--- config.mk ---
export PLATFORM = sky130hd
export DESIGN_NAME = shift_add_mul_ctrl
export DESIGN_NICKNAME = d
export VERILOG_FILES = /design/src/rtl/shift_add_mul_ctrl.sv
export SDC_FILE = /design/constraint.sdc
export NUM_CORES = 1
export LEC_CHECK = 0
export ABC_AREA = 1
export BUFFER_PORTS_ARGS = -buffer_cell sky130_fd_sc_hd__buf_2
export CAP_MARGIN = 0
export CELL_PAD_IN_SITES_DETAIL_PLACEMENT = 1
export CELL_PAD_IN_SITES_GLOBAL_PLACEMENT = 1
export CORE_MARGIN = 3
export CORE_UTILIZATION = 35
export DETAILED_ROUTE_END_ITERATION = 16
export PLACE_DENSITY_LB_ADDON = 0.1
export RECOVER_POWER = 100
export SLEW_MARGIN = 40
export SYNTH_ARGS = -nofsm -noshare
export SYNTH_HDL_FRONTEND = slang
export SYNTH_SLANG_ARGS = --single-unit
--- constraint.sdc ---
create_clock -name clk -period 5.25 [get_ports clk]
set_input_delay 0.2625 -clock clk [delete_from_list [all_inputs] [get_ports clk]]
set_output_delay 0.2625 -clock clk [all_outputs]
set_load 0.01 [all_outputs]
--- src/rtl/shift_add_mul_ctrl.sv ---
// Multi-cycle 16x16 shift-and-add multiplier (low 16-bit result) built around a 16-bit left shifter.
// Optional early termination is enabled with `define MUL_EARLY_EXIT_EN.

module left_shift_16bit (
  input  logic [15:0] i_data,
  input  logic [3:0]  i_shift,
  output logic [15:0] o_data
);
  assign o_data = i_data << i_shift;
endmodule

module shift_add_mul_ctrl #(
  parameter int WIDTH      = 16,
  parameter bit SAT_ON_OVF = 1'b0
) (
  input  logic             clk,
  input  logic             rst_n,
  input  logic             in_valid,
  output logic             in_ready,
  input  logic [WIDTH-1:0] in_a,
  input  logic [WIDTH-1:0] in_b,
  output logic             out_valid,
  input  logic             out_ready,
  output logic [WIDTH-1:0] out_prod,
  output logic             out_ovf,
  output logic             busy,
  output logic [3:0]       shift_sel
);

  typedef enum logic [1:0] {
    ST_IDLE = 2'd0,
    ST_RUN  = 2'd1,
    ST_DONE = 2'd2
  } state_t;

  state_t           r_state;
  state_t           w_state_nxt;
  logic [WIDTH-1:0] r_a;
  logic [WIDTH-1:0] r_b;
  logic [WIDTH-1:0] r_acc;
  logic [3:0]       r_idx;
  logic             r_ovf;
  logic [WIDTH-1:0] r_prod;
  logic             r_prod_ovf;

  logic [WIDTH-1:0] w_shifted;
  logic [WIDTH-1:0] w_lost_bits;
  logic [WIDTH:0]   w_sum;
  logic             w_bit;
  logic [WIDTH-1:0] w_acc_nxt;
  logic             w_ovf_nxt;
  logic             w_last;

  left_shift_16bit u_shifter (
    .i_data  (r_a),
    .i_shift (r_idx),
    .o_data  (w_shifted)
  );

  // Bits of the multiplicand pushed past bit 15 by the current shift amount.
  assign w_lost_bits = r_a >> (5'd16 - {1'b0, r_idx});
  assign w_bit       = r_b[r_idx];
  assign w_sum       = {1'b0, r_acc} + {1'b0, w_shifted};
  assign w_acc_nxt   = w_bit ? w_sum[WIDTH-1:0] : r_acc;
  assign w_ovf_nxt   = r_ovf | (w_bit & (w_sum[WIDTH] | (|w_lost_bits)));

`ifdef MUL_EARLY_EXIT_EN
  logic [WIDTH-1:0] w_upper;
  assign w_upper = (r_b >> r_idx) >> 1;
  assign w_last  = (r_idx == 4'd15) || (w_upper == '0);
`else
  assign w_last  = (r_idx == 4'd15);
`endif

  always_ff @(posedge clk or negedge rst_n) begin
    if (!rst_n) r_state <= ST_IDLE;
    else        r_state <= w_state_nxt;
  end

  always_comb begin
    w_state_nxt = r_state;
    in_ready    = 1'b0;
    out_valid   = 1'b0;
    busy        = 1'b0;
    shift_sel   = 4'd0;
    case (r_state)
      ST_IDLE: begin
        in_ready = 1'b1;
        if (in_valid) w_state_nxt = ST_RUN;
      end
      ST_RUN: begin
        busy      = 1'b1;
        shift_sel = r_idx;
        if (w_last) w_state_nxt = ST_DONE;
      end
      ST_DONE: begin
        busy      = 1'b1;
        out_valid = 1'b1;
        if (out_ready) w_state_nxt = ST_IDLE;
      end
      default: w_state_nxt = ST_IDLE;
    endcase
  end

  always_ff @(posedge clk or negedge rst_n) begin
    if (!rst_n) begin
      r_a        <= '0;
      r_b        <= '0;
      r_acc      <= '0;
      r_idx      <= 4'd0;
      r_ovf      <= 1'b0;
      r_prod     <= '0;
      r_prod_ovf <= 1'b0;
    end else begin
      case (r_state)
        ST_IDLE: begin
          if (in_valid) begin
            r_a   <= in_a;
            r_b   <= in_b;
            r_acc <= '0;
            r_idx <= 4'd0;
            r_ovf <= 1'b0;
          end
        end
        ST_RUN: begin
          r_acc <= w_acc_nxt;
          r_ovf <= w_ovf_nxt;
          r_idx <= w_last ? 4'd0 : r_idx + 4'd1;
          if (w_last) begin
            r_prod     <= (SAT_ON_OVF && w_ovf_nxt) ? {WIDTH{1'b1}} : w_acc_nxt;
            r_prod_ovf <= w_ovf_nxt;
          end
        end
        default: ;
      endcase
    end
  end

  assign out_prod = r_prod;
  assign out_ovf  = r_prod_ovf;

endmodule
==> metrics, run 1 <==
clock share of power 17.7%; worst slew margin relative to its limit -5.58%; Max Slew Vio Count 42; Sw Share 51.1%; wire length on met3 393 µm; pin count of the biggest net entering global routing 73; Seq/Total Area, Yosys 37.5%; CP arrival 4.27 ns; Primary FF master, synth dfrtp_1; initial antenna violation count 0; WL met2 6.71 mm; post-synthesis instance area 4800 µm²; top routing layer used met4; final worst clock skew 0.00855 ns; Post CTS Setup Buffer Count 0; I/O pin total 60; register area 1800 µm²; syn_nets 746; Synth-to-Final Area Change 13.8%; Setup crit end kind register; synthesized instance count 688; WS Path Type register to register; top cell type's share of synthesized area 37.5%; layout cells sized above 1 9.50%; Die ar. 15,200 µm²; # port buffers 59; Metal-1 WL 7.46 mm; post-DP HPWL 10.8 mm; Synth area leader dfrtp_1; H-tree depth 3; final hold vios 0; critical path launch point type register; vias per std cell 5.06; number of synthesized flops with an enable pin 0; Setup WS post-layout 1.27 ns; CTS sink count 72; Seq pwr share 23.0%; worst slew pin tran 1.58 ns; most common cell in the netlist nand2_1; Final Cycle Share 75.8%; Logic pwr share 59.4%; VDD IR max 0.200 mV; Synth top cells by count nand2_1 (271), dfrtp_1 (72), nand3_1 (56), inv_1 (54), o21ai_0 (45); setup violators final 0; vias 4,621; maxcap violations 1; FF+latch count, synth 72; leakage power 2.91 nW; run status finished, violations left; DRC 0; nets 790; Synth async-reset ratio 100%; row count 42; Fillers 1,759; initial core utilization 36.0%; maximum buffer depth of the clock tree 2; Worst-path clk slew 0.07 ns; Setup TNS Final 0 ns; diode count 0; failing checks max-capacitance violations, max-slew violations; multi-input logic area 2580 µm²; Core Footprint 13,300 µm²; insertion delay to the later sink of the worst-skew pair 0.35 ns; largest fanout on the critical path 29; NetSw 2.06 mW; fmax 251 MHz; syn_area_per_cell 6.98 µm²; Req. time, crit path 5.54 ns; Die Ht 123 µm; vias in the first global route 4,873; Pint 1.97 mW; post-DR wirelength/cell 16.2 µm; routed wire length 14.8 mm; CTS Buf Count 9; post-layout min period 3.98 ns; CTS tree built; hold crit path type input port to register; Die X 123 µm; Global Route Usage Sum 21.1%; first-pass GRT wire length 25.1 mm; gpl congestion 0.862; Synth Warn # 0; pwr dens 736 nW/µm²; Final ANT Viol Nets 0; DRT Pass-1 Iters 4; total grt overflow 0; 1st-iter DRT viols 213; worst slack, placed 1.31 ns; top post-synthesis cells by area dfrtp_1 (38%), nand2_1 (21%), nand3_1 (5.8%); count of different cell masters after synthesis 43; CTS Root Cell clkbuf_16; RSZ-0062 raised after global routing false
==> what timing repair did <==
item,CTS,global route
hold buffers,1,0
endpoints found under the hold margin,72,0
gates resized for setup,0,0
==> final timing paths <==
| path | slack, ns | to | depth (start not counted) | start |
|---|---|---|---|---|
| setup / recovery | 1.27 | r_acc[10] | 19 | r_idx[0] |
| setup reg to reg | 1.27 | r_acc[10] | 19 | r_idx[0] |
| max in group asynchronous | 4.25 | r_idx[1] | 2 | rst_n |
| min in group asynchronous | 0.50 | r_a[15] | 2 | rst_n |
| hold reg to reg | 0.48 | out_prod[4] | 2 | out_prod[4] |
| hold / removal | 0.10 | r_b[5] | 3 | in_b[5] |
==> flip-flops by register name, indices dropped and copies added (netlist names) <==
signal and cells:
out_ovf 1, r_b 16, r_idx 4, r_a 16, out_prod 16, r_acc 16
r_state 2, r_ovf 1
==> through the flow <==
stage | utilization [%] | instance area, µm² | power [mW] | hold slack [ns] | std cells
after global placement | 38.7 | 5170 | 3.31 | 0.457 | 896
after floorplan | - | 4800 | 2.76 | -0.0331 | 688
final | 40.9 | 5460 | 4.02 | 0.102 | 913
after detailed placement | 38.8 | 5180 | 3.38 | 0.345 | 896
after global routing | 40.9 | 5460 | 4.47 | 0.105 | 913
after CTS | 41.4 | 5520 | 4.12 | 0.0923 | 913
==> critical path: stages (launching register included) <==
cell and delay (ns):
dfrtp_2 0.59, inv_1 0.71, nand2_1 0.17, o21a_1 0.17, nor2_1 0.09, a31oi_1 0.07, or2_2 0.36, nor2_1 0.18
ha_1 0.31, nand3_1 0.10, nand3_1 0.13, nand2_1 0.10, nand3_1 0.17, a21oi_1 0.18, inv_1 0.06, nand2_1 0.06
nand2_1 0.05, o21ai_0 0.27, nand2_1 0.09, nand2_1 0.06
==> layer usage <==
| layer | vias to the layer above | track usage [%] |
|---|---|---|
| li1 | 2309 | - |
| met1 | 2239 | 29.9 |
| met2 | 58 | 33.6 |
| met3 | 15 | 2.70 |
| met4 | 0 | 6.37 |
| met5 | - | 0 |
==> power groups by stage <==
stage          sequential [mW]  clock [mW]  combinational [mW]
6_report                 0.925       0.711                2.39
5_1_grt                  0.960       0.752                2.76
4_1_cts                  0.925       0.728                2.47
3_5_place_dp             0.931           0                2.44
3_3_place_gp             0.927           0                2.39
2_1_floorplan            0.836           0                1.92
==> final cells by class <==
type | count | area share [%]
tap | 176 | 4.03
clock inverter | 7 | 2.04
timing repair buffer | 64 | 5.56
sequential | 72 | 33.0
clock buffer | 9 | 4.12
inverter | 58 | 4.03
multi-input combinational | 527 | 47.2
==> placed cells by master, fill, tap and decap left out, types with 3 or more instances in the layout <==
master     synthesis  layout
clkbuf_16          0       9
o21ai_1           10       3
inv_1             54      55
ha_1              21      21
nor2_1            32      32
buf_2              5      34
mux2i_1            4       4
a21oi_1           26      26
xnor2_1            5       5
or2_1              4       4
dfrtp_1           72      70
clkbuf_1          15      26
nand2_2            8       8
o21ai_0           45      53
o211ai_1           3       3
inv_8              0       3
nand3_1           56      58
o21bai_1           3       3
xor2_1             5       5
nor3_1             3       3
nand4_1            4       4
nand2_1          271     272
a31oi_1            3       3
==> logic make-up after synthesis <==
| logic type | share of synthesized area (%) |
|---|---|
| compound gates | 11.8 |
| flops | 37.5 |
| buf+inv | 8.31 |
| fa+ha+maj | 5.89 |
| simple gates | 33.8 |
| mux | 0.834 |
| xor+xnor | 1.82 |
(Power assumes the default switching activity.)
==> run 2: changes to the inputs <==
==> constraint.sdc (replaced) <==
create_clock -name clk -period 4.1 [get_ports clk]
set_input_delay 0.205 -clock clk [delete_from_list [all_inputs] [get_ports clk]]
set_output_delay 0.205 -clock clk [all_outputs]
set_load 0.01 [all_outputs]
==> run 2 against run 1 <==
Net effect: the run still ends with max-capacitance violations, max-slew violations left; core utilization about the same; worst setup slack got worse by 0.71 ns; clock-buffer cell count up 1; register-to-register slack worse by 0.71 ns; non-clock buffer count rose by 6; die area did not move; hold slack got worse by 0.053 ns; critical path depth shrank 1; via count is 1.1% higher; maximum frequency rose by 13%.
==> metrics, run 2 (synthesis results as in run 1) <==
run status finished, violations left; failing checks max-capacitance violations, max-slew violations; Die ar. 15,200 µm² (unchanged); largest fanout on the critical path 18 (-38%); RSZ-0062 raised after global routing false; Die Ht 123 µm (unchanged); CP arrival 3.77 ns (-0.50 ns); worst slew pin tran 1.84 ns (+0.255 ns); Synth-to-Final Area Change 13.7% (about the same); maximum buffer depth of the clock tree 2 (unchanged); CTS tree built; pin count of the biggest net entering global routing 73 (unchanged); gpl congestion 0.880 (+2.1%); Util after Layout 40.9% (about the same); maxcap violations 2 (+1); post-DP HPWL 11.1 mm (+3.0%); most frequent cells in the layout nand2_1 (271), dfrtp_1 (72), nand3_1 (58); DRT Pass-1 Iters 4 (unchanged); layout cells sized above 1 9.96% (+0.46 points); cts repair resizes 0 (unchanged); # port buffers 59 (unchanged); leakage power 2.92 nW (about the same); Die X 123 µm (unchanged); VDD IR max 0.320 mV (+60%); initial antenna violation count 0 (unchanged); Layout Cells excl Fill 919 (+0.66%); H-tree depth 3 (unchanged); WS Path Type register to register; CTS Root Cell clkbuf_16; Setup crit end kind register; most common cell after layout, fill and taps aside nand2_1; hold crit path type input port to register; Core Footprint 13,300 µm² (unchanged); 1st-iter DRT viols 213 (unchanged); first-pass GRT wire length 25.4 mm (+1.6%); total grt overflow 0 (unchanged); I/O pin total 60 (unchanged); worst slack, placed 0.811 ns (-0.495 ns); Reg2Reg Setup Slack 0.56 ns (-0.71 ns); vias per std cell 5.08 (+0.42%); post-DR wirelength/cell 16.6 µm (+2.8%); Final ANT Viol Nets 0 (unchanged); Global Route Usage Sum 21.7% (+0.67 points); post-layout min period 3.54 ns (-0.444 ns); vias 4,671 (+1.1%); worst slew margin relative to its limit -22.6% (-17 points); setup violators final 0 (unchanged); Fillers 1,784 (+1.4%); final worst clock skew 0.0111 ns (+0.00252 ns); register area 1800 µm² (-0.14%); routed wire length 15.3 mm (+3.5%); diode count 0 (unchanged); CTS Buf Count 9 (unchanged); Setup WS post-layout 0.565 ns (-0.706 ns); Max Slew Vio Count 115 (+170%); final hold vios 0 (unchanged); Req. time, crit path 4.34 ns (-1.20 ns); CTS sink count 72 (unchanged); fmax 283 MHz (+13%); insertion delay to the later sink of the worst-skew pair 0.35 ns (about the same); pwr dens 931 nW/µm² (+26%); DRC 0 (unchanged); Worst-path clk slew 0.06 ns (about the same); Final Cycle Share 86.2% (+10 points); Post-Place Cells 902 (+0.67%); vias in the first global route 4,911 (+0.78%); initial core utilization 36.0% (unchanged); row count 42 (unchanged); multi-input logic area 2590 µm² (+0.29%); # hold bufs at CTS 1 (unchanged); Post CTS Setup Buffer Count 0 (unchanged); Setup TNS Final 0 ns (unchanged); nets 796 (+0.76%); critical path launch point type register
## run 2: changes by cell type in the layout (fill, tap and decap cells not counted), sizes merged
cell / delta
buf: +5
bufinv: -2
inv: -1
clkinvlp: +2
clkbuf: +2
## run 2: final cells by class
type / count / area share, %
clock buffers: 10 / 4.38
repair buffers: 70 / 6.28
multi-input cells: 527 / 47.4
clock inverters: 6 / 0.917
inverters: 58 / 4.03
flip-flops and latches: 72 / 33.0
well taps: 176 / 4.03
## run 2: path summary, 6_finish.rpt
kind	startpoint	endpoint	cells after the start
min in group asynchronous	rst_n	r_a[15]	2
worst max register to register	r_idx[1]	out_ovf	18
worst min register to register	out_prod[10]	out_prod[10]	2
worst max-delay path	r_idx[1]	out_ovf	18
worst min-delay path	in_b[5]	r_b[5]	3
max in group asynchronous	rst_n	r_b[6]	2
## run 2: power breakdown
part           internal [mW]  switching, mW
combinational           1.04           2.14
sequential             0.951          0.170
clock                  0.434          0.344
total                   2.43           2.65
## run 2: layer usage
metal,GRT usage [%],vias to the layer above,wire (µm)
met3,4.30,14,581
li1,-,2309,-
met1,30.8,2266,7600
met2,33.6,82,6910
met5,0,-,0
met4,6.57,0,187
## run 2: metrics by stage
stage          cell area [µm²]  hold slack (ns)  total power, mW
4_1_cts                   5520           0.0296             5.20
3_5_place_dp              5220            0.279             4.37
3_3_place_gp              5220            0.401             4.32
6_report                  5460           0.0487             5.08
2_1_floorplan             4800          -0.0906             3.53
5_1_grt                   5460           0.0448             5.66
## run 2: worst max-delay path, stage by stage (launching register included)
cell	delay (ns)
dfrtp_1	0.63
inv_1	0.41
o21ai_0	0.32
nor2_1	0.07
a31oi_1	0.24
nor2_1	0.11
ha_1	0.34
inv_1	0.11
o21bai_1	0.11
nor2_1	0.11
nand2_1	0.09
nand2_1	0.09
nand2_1	0.10
a21boi_0	0.33
nand2_1	0.10
nand2_1	0.09
nand2_1	0.05
nand2_1	0.06
nand2_1	0.05
==> run 3: changes to the inputs <==
--- a/config.mk
+++ b/config.mk
@@ -13,7 +13,7 @@
 export CORE_MARGIN = 3
 export CORE_UTILIZATION = 35
 export DETAILED_ROUTE_END_ITERATION = 16
-export PLACE_DENSITY_LB_ADDON = 0.1
+export PLACE_DENSITY = 0.71
 export RECOVER_POWER = 100
 export SLEW_MARGIN = 40
 export SYNTH_ARGS = -nofsm -noshare
==> run 3 against run 2 <==
Net effect: non-clock buffer count is the same; clock power grew 8.0%; critical path depth shrank 7; hold slack lost 0.0055 ns; highest routed layer unchanged; critical path type unchanged; sequential cell count is the same; core utilization grew 0.17 points; combinational power shrank 2%; sequential power is essentially flat; the flow still finishes with violations (max-capacitance violations, max-slew violations); via count shrank 1.6%.
==> metrics, run 3 (synthesis results as in run 1) <==
I/O pin total 60 (unchanged); RSZ-0062 raised after global routing false; most frequent cells in the layout nand2_1 (271), dfrtp_1 (72), nand3_1 (58); CTS Root Cell clkbuf_16; Final ANT Viol Nets 0 (unchanged); nets 796 (unchanged); vias in the first global route 4,761 (-3.1%); Global Route Usage Sum 20.1% (-1.7 points); layout cells sized above 1 10.1% (+0.13 points); H-tree depth 3 (unchanged); CTS tree built; Top cell by count, worst path inv_1; DRT Pass-1 Iters 4 (unchanged); total grt overflow 0 (unchanged); Die ar. 15,200 µm² (unchanged); Sw Share 51.1% (-1.1 points); post-DR wirelength/cell 15.5 µm (-6.8%); slowest CP cell nand2_1; fmax 305 MHz (+7.8%); worst slew pin tran 2.44 ns (+0.598 ns); Req. time, crit path 4.32 ns (-0.02 ns); Worst path max stage delay 0.60 ns (-0.03 ns); vias 4,595 (-1.6%); worst-path cell chain inv_1 -> ha_1 -> nand2_1 -> inv_1 -> buf_4 -> a21oi_1 -> clkbuf_1 -> inv_1 -> nand4_1 -> xor2_1 -> a21oi_1; worst slew margin relative to its limit -62.4% (-40 points); most common cell after layout, fill and taps aside nand2_1; Final Cycle Share 80.0% (-6.2 points); clock share of power 16.5% (+1.2 points); Pint 2.49 mW (+2.4%); Die Ht 123 µm (unchanged); pin count of the biggest net entering global routing 44 (-40%); DRC 0 (unchanged); initial antenna violation count 0 (unchanged); Die X 123 µm (unchanged); insertion delay to the later sink of the worst-skew pair 0.36 ns (about the same); Post CTS Setup Buffer Count 0 (unchanged); pwr dens 928 nW/µm² (-0.35%); initial core utilization 36.0% (unchanged); WS Path Type register to register; Setup TNS Final 0 ns (unchanged); # hold bufs at CTS 1 (unchanged); Max Slew Vio Count 44 (-62%); maximum buffer depth of the clock tree 2 (unchanged); 1st-iter DRT viols 244 (+15%); cts repair resizes 0 (unchanged); first-pass GRT wire length 24.0 mm (-5.6%); Synth-to-Final Area Change 14.2%; gpl congestion 0.871 (-1.0%); failing checks max-capacitance violations, max-slew violations; routed wire length 14.2 mm (-6.8%); Fillers 1,755 (-1.6%); CTS Buf Count 9 (unchanged); maxcap violations 1 (-1); Reg2Reg Setup Slack 0.82 ns (+0.26 ns); CTS sink count 72 (unchanged); Post-Place Cells 902 (unchanged); CP arrival 3.50 ns (-0.27 ns); NetSw 2.60 mW (-2.0%); critical path launch point type register; setup violators final 0 (unchanged); vias per std cell 5.00 (-1.6%); row count 42 (unchanged); Setup crit end kind register; final hold vios 0 (unchanged); post-DP HPWL 10.8 mm (-3.4%); final worst clock skew 0.00993 ns (-0.00115 ns); Seq pwr share 21.9% (-0.2 points); VDD IR max 0.384 mV (+20%); leakage power 2.93 nW (+0.48%); post-layout min period 3.28 ns (-0.256 ns); # port buffers 59 (unchanged); largest fanout on the critical path 42 (+24); Logic pwr share 61.6% (-1.1 points); total power 5.09 mW (about the same); run status finished, violations left; Core Footprint 13,300 µm² (unchanged); hold crit path type input port to register; post-layout instance area 5480 µm² (+0.41%); Worst-path clk slew 0.06 ns (about the same); diode count 0 (unchanged); Layout Cells excl Fill 919 (unchanged); area post-placement 5220 µm² (-0.12%)
[run 3: cell count changes in the layout (fill, tap and decap cells not counted), sizes merged]
cell / before / now
clkinvlp: 2 / 1
bufinv: 0 / 1
[run 3: worst paths after layout]
check,start,endpoint,cells after the start
worst min register to register,out_prod[6],out_prod[6],2
worst max register to register,r_state[1],r_idx[3],11
min in group asynchronous,rst_n,out_prod[4],2
worst min-delay path,in_a[0],r_a[0],3
max in group asynchronous,rst_n,r_a[7],3
worst max-delay path,r_state[1],r_idx[3],11
[run 3: per-stage QoR]
| step | setup WS [ns] | util, % | hold slack, ns |
|---|---|---|---|
| after global placement | 1.03 | 39.1 | 0.398 |
| after floorplan | 1.48 | - | -0.0906 |
| after global routing | 0.336 | 41.1 | 0.0391 |
| final | 0.821 | 41.1 | 0.0431 |
| after detailed placement | 0.972 | 39.1 | 0.252 |
| after CTS | 0.964 | 41.5 | 0.0335 |
[run 3: final cells by class]
class | instances | area [µm²] | area share (%)
repair buffers | 70 | 343 | 6.25
clock buffers | 10 | 239 | 4.36
clock inverters | 6 | 72.6 | 1.32
well taps | 176 | 220 | 4.02
flip-flops and latches | 72 | 1800 | 32.9
multi-input cells | 527 | 2590 | 47.2
inverters | 58 | 220 | 4.02
[run 3: power by group through the flow]
stage | Sequential (mW) | Clock, mW | Combinational (mW)
after floorplan | 1.07 | 0 | 2.46
after global placement | 1.12 | 0 | 3.10
after detailed placement | 1.13 | 0 | 3.20
after CTS | 1.12 | 0.858 | 3.23
after global routing | 1.15 | 0.891 | 3.60
final | 1.12 | 0.839 | 3.13
[run 3: layer usage]
layer  wire length (µm)  track usage, %  up-vias
met2               7060            34.1       54
met1               6640            25.9     2216
met3                333            3.20       12
li1                   -               -     2313
met5                  0               0        -
met4                212            6.85        0
[run 3: critical path: cells and delay by family (launching register included)]
kind | cells | cell delay, ns
fa+ha+maj | 1 | 0.23
compound gates | 2 | 0.22
flops | 1 | 0.38
buf+inv | 5 | 1.36
simple gates | 2 | 0.78
xor+xnor | 1 | 0.16
